File: config.mk
export PLATFORM = sky130hd
export DESIGN_NAME = alu_arbiter
export DESIGN_NICKNAME = d
export VERILOG_FILES = /design/src/rtl/alu_arbiter.sv
export SDC_FILE = /design/constraint.sdc
export NUM_CORES = 1
export LEC_CHECK = 0
export BUFFER_PORTS_ARGS = -buffer_cell sky130_fd_sc_hd__buf_2
export CORE_MARGIN = 10
export CORE_UTILIZATION = 43
export CTS_CLUSTER_DIAMETER = 100
export CTS_CLUSTER_SIZE = 12
export DETAILED_ROUTE_END_ITERATION = 6
export PLACE_DENSITY = 0.81
export SYNTH_ARGS = -nofsm -noshare
export SYNTH_HDL_FRONTEND = slang
export SYNTH_SLANG_ARGS = --single-unit
File: constraint.sdc
create_clock -name clk -period 1.9 [get_ports clk]
set_input_delay 0.285 -clock clk [delete_from_list [all_inputs] [get_ports clk]]
set_output_delay 0.285 -clock clk [all_outputs]
set_load 0.02 [all_outputs]
File: src/rtl/alu_arbiter.sv
// Round-robin arbiter sharing one external ALU between two requesters.
// Each operation runs IDLE -> EXEC -> RESP; the result returns on a valid/ready channel.
`ifndef DMEM_DATA_WIDTH
`define DMEM_DATA_WIDTH 32
`endif

module alu_arbiter #(
  parameter int unsigned DATA_WIDTH = `DMEM_DATA_WIDTH,
  parameter int unsigned FUNC_WIDTH = 3
) (
  input  logic                  clk,
  input  logic                  rst_n,
  input  logic [1:0]            req_valid,
  output logic [1:0]            req_ready,
  input  logic [DATA_WIDTH-1:0] req0_a,
  input  logic [DATA_WIDTH-1:0] req0_b,
  input  logic [FUNC_WIDTH-1:0] req0_func,
  input  logic [DATA_WIDTH-1:0] req1_a,
  input  logic [DATA_WIDTH-1:0] req1_b,
  input  logic [FUNC_WIDTH-1:0] req1_func,
  output logic [1:0]            resp_valid,
  input  logic [1:0]            resp_ready,
  output logic [DATA_WIDTH-1:0] resp_z,
  output logic [DATA_WIDTH-1:0] alu_a,
  output logic [DATA_WIDTH-1:0] alu_b,
  output logic [FUNC_WIDTH-1:0] alu_func,
  output logic                  alu_enable,
  input  logic [DATA_WIDTH-1:0] alu_z,
  output logic                  busy
);

  typedef enum logic [1:0] {
    IDLE = 2'd0,
    EXEC = 2'd1,
    RESP = 2'd2
  } state_e;

  state_e                state_q, state_d;
  logic                  rr_q, rr_d;
  logic                  owner_q, owner_d;
  logic [DATA_WIDTH-1:0] resp_z_q, resp_z_d;
  logic [DATA_WIDTH-1:0] alu_a_q, alu_a_d;
  logic [DATA_WIDTH-1:0] alu_b_q, alu_b_d;
  logic [FUNC_WIDTH-1:0] alu_func_q, alu_func_d;
  logic                  gnt;
  logic                  gnt_any;

  // Winner selection: the round-robin pointer only matters when both requesters are valid.
  always_comb begin
    gnt     = 1'b0;
    gnt_any = 1'b0;
    case (req_valid)
      2'b01:   begin gnt = 1'b0; gnt_any = 1'b1; end
      2'b10:   begin gnt = 1'b1; gnt_any = 1'b1; end
      2'b11:   begin gnt = rr_q; gnt_any = 1'b1; end
      default: begin gnt = 1'b0; gnt_any = 1'b0; end
    endcase
  end

  always_comb begin
    state_d    = state_q;
    rr_d       = rr_q;
    owner_d    = owner_q;
    resp_z_d   = resp_z_q;
    alu_a_d    = alu_a_q;
    alu_b_d    = alu_b_q;
    alu_func_d = alu_func_q;
    req_ready  = '0;
    resp_valid = '0;
    alu_enable = 1'b0;

    case (state_q)
      IDLE: begin
        if (gnt_any) begin
          req_ready[gnt] = 1'b1;
          owner_d        = gnt;
          state_d        = EXEC;
          if (gnt) begin
            alu_a_d    = req1_a;
            alu_b_d    = req1_b;
            alu_func_d = req1_func;
          end else begin
            alu_a_d    = req0_a;
            alu_b_d    = req0_b;
            alu_func_d = req0_func;
          end
        end
      end
      EXEC: begin
        alu_enable = 1'b1;
        resp_z_d   = alu_z;
        state_d    = RESP;
      end
      RESP: begin
        resp_valid[owner_q] = 1'b1;
        if (resp_ready[owner_q]) begin
          rr_d    = ~owner_q;
          state_d = IDLE;
        end
      end
      default: state_d = IDLE;
    endcase
  end

  always_ff @(posedge clk or negedge rst_n) begin
    if (!rst_n) begin
      state_q    <= IDLE;
      rr_q       <= 1'b0;
      owner_q    <= 1'b0;
      resp_z_q   <= '0;
      alu_a_q    <= '0;
      alu_b_q    <= '0;
      alu_func_q <= '0;
    end else begin
      state_q    <= state_d;
      rr_q       <= rr_d;
      owner_q    <= owner_d;
      resp_z_q   <= resp_z_d;
      alu_a_q    <= alu_a_d;
      alu_b_q    <= alu_b_d;
      alu_func_q <= alu_func_d;
    end
  end

  assign resp_z   = resp_z_q;
  assign alu_a    = alu_a_q;
  assign alu_b    = alu_b_q;
  assign alu_func = alu_func_q;
  assign busy     = (state_q != IDLE);

endmodule

==> key figures <==
Run status
  – Outcome: complete, no violations

Synth
  – Synth unique cells: 17
  – Adder-Cell Fraction of Synth Area: 0%
  – Main combinational cell family by area after synthesis: compound AO/OA/AOI/OAI gates
  – Ys Warns: 0
  – Gate Count Post-Synth: around 320
  – Share of the synthesized area in the top cell type: 58.67%
  – Number of flops mapped to enable cells by yosys: 0
  – Synth Register Bits: between 100 and 150
  – Main synth FF type: dfrtp_1
  – Area leader, netlist: dfrtp_1
  – Synthesized area: ~0.0044 mm2
  – Synth Area per Inst: roughly 14 um2
  – Synthesized net count: around 500
  – Synth top area cells: dfrtp_1, a221o_1, o21a_1, mux2_2, buf_2
  – Mux contribution to synthesized area: 8.203%
  – Proportion of synthesized chip area in sequential cells: between 50 and 60%
  – Synth Area in XOR/XNOR: 0%
  – Synth Area in Simple Gates: around 1.5%
  – Synth Area in Compound Gates: between 20 and 30%
  – Post-synth ARST share: 100.0%

STA
  – Setup Skew: 18.26 ps
  – Crit path time final: ~1800 ps
  – Fmax: about 0.54 GHz
  – Slew headroom: approximately 69%
  – Setup ws final: around 54 ps
  – Worst-Margin Slew: around 460 ps
  – Max-slew violation count: 0
  – Hold Violations, Final: 0
  – Final setup viols: 0
  – Crit share post-route: a little over nine tenths
  – Hold WS: approximately 140 ps

Worst setup path
  – CP max FO: 14
  – Kind of start point of the critical path: flip-flop
  – Crit end category: primary output
  – Required @ worst endpoint: around 1600 ps
  – Classification of the worst setup path: reg2out
  – WP data arrival: 1560 ps

GRT
  – Number of global-route vias before repair: approximately 4,300
  – Global route total overflow: 0
  – First-pass GRT wire length: ~23 mm
  – All-layer global routing usage: between 10% and 20%
  – Pin count of the biggest net entering global routing: 61
  – Initial antenna violation count: 0

Clock tree
  – Number of H-tree levels: 3
  – Post-CTS setup buffer count: 0
  – Clock tree from TritonCTS: yes
  – CTS root buffer: clkbuf_8
  – Later-pin clock latency in the skew report: 370 ps
  – TritonCTS Sinks: a little over 100
  – Clk pin slew, worst setup/hold paths: 110 ps
  – CTS Buf Count: 9
  – Clock Tree Buf Depth: 2

Route
  – Vias/cell: roughly 5.5
  – Routed vias: just under 4,000
  – Total Wirelength: about 15 mm
  – Routed WL per cell: roughly 21 um
  – Residual DRC: 0
  – DRT Pass-1 Iters: 5
  – Antenna Violating Nets Remaining: 0
  – Iteration-0 DRC Markers: around 260

Layout
  – Final nets: between 700 and 800
  – Share of cells above drive strength 1: roughly 57%
  – Commonest non-fill, non-tap cell in the layout: buf_2
  – Design area: roughly 0.006 mm2
  – Number of antenna diodes: 0
  – Commonest cells after routing, fill and taps aside: buf_2, dfrtp_1, o21a_1, a221o_1, mux2_2
  – Area delta synth->final: 39.65%
  – Post-route insts no fill: approximately 730
  – Fillers: about 780

Floorplanning
  – Placement row count: 36
  – I/O pin cnt: about 280
  – Core area: ~0.0099 mm2
  – Die height: roughly 120 um
  – Initial Util: approximately 45%
  – Die Wd: 121.1 um
  – Die area: approximately 0.015 mm2

Place
  – Gpl congestion: roughly 0.8
  – IO buf count: ~280
  – Hpwl dp: around 12 mm
  – Pre-CTS setup slack: approximately 290 ps
  – Cell Area, Placed: ~0.0059 mm2
  – Dpl cells: 711

Worst hold path
  – HP Class: in2reg

Run
  – Max Cap Viol: 0

Power and ir drop
  – Lkg Pwr: ~0.0031 uW
  – Pwr Total: 11,080 uW
  – PD cells: around 1800 mW/mm2
  – Worst IR drop on VDD: ~0.8 mV
## metal layers
metal  track usage, %  part of all wire [%]
met2            34.29                    51
met3            5.863                   9.3
met5                0                     0
met1            22.06                    37
met4            8.296                   2.2
## critical path: stages, from the launching register on
cell	delay (ps)
dfrtp_2	460
nor2_2	160
and3_4	260
buf_12	150
buf_4	160
## power breakdown
part | internal (uW) | leakage, uW | switching, uW
logic | 2570 | 0.00177 | 3400
clock network | 479 | 0.0000821 | 762
registers | 3280 | 0.00125 | 593
total | 6330 | 0.00310 | 4750
## synth_stat cells (all sizes together), types with 3 or more instances
cell / n
clkbuf: 14
dfrtp: 103
o21ai: 3
and3: 3
o21a: 67
mux2: 32
nand2b: 3
a221o: 67
nor2: 6
inv: 3
buf: 19
## state kept, by name (all words and copies together), names as in the netlist
register / flops
rr_q: 1
alu_b: 32
owner_q: 1
alu_func: 3
resp_z: 32
alu_a: 32
state_q: 2
## cell families after synthesis
kind of cell / after synthesis
flip-flops: 103
AO/OA/AOI/OAI: 140
buffers and inverters: 36
AND/OR/NAND/NOR: 13
multiplexers: 32
## timing repair
action                     CTS  global route
hold endpoints to repair    13             0
hold buffers                 1             0
cloned                       0             1
setup endpoints to repair    2             1
gates resized for setup      3             2
pin swaps                    0             1
## path summary, 6_finish.rpt
path                                         from                      to  cells past startpoint  slack (ps)
max reg2reg                state_q[1]$_DFFE_PN0P_    alu_b[1]$_DFFE_PN0P_                      4         290
min in group asynchronous                   rst_n  resp_z[30]$_DFFE_PN0P_                      2         300
min                                    req0_a[26]   alu_a[26]$_DFFE_PN0P_                      2         140
min reg2reg                 resp_z[8]$_DFFE_PN0P_   resp_z[8]$_DFFE_PN0P_                      1         510
max                        state_q[1]$_DFFE_PN0P_            req_ready[0]                      4          50
max in group asynchronous                   rst_n    alu_b[7]$_DFFE_PN0P_                      3         950
## per-stage QoR
step,util (%),TNS [ps]
final,62.19,0
after global placement,59.97,0
after CTS,61.88,0
after floorplan,-,0
after global routing,62.19,-8.928
after detailed placement,59.97,0
## area by class of cell
type	count	area (um2)	share of cell area, %
clock inverters	6	46.29	0.7546
inverters	3	11.26	0.1836
clock buffers	9	123.9	2.019
well taps	133	166.4	2.713
multi-input cells	185	1650	26.90
repair buffers	289	1558	25.39
flip-flops and latches	103	2579	42.04
Power figures use the tool's default switching activity.
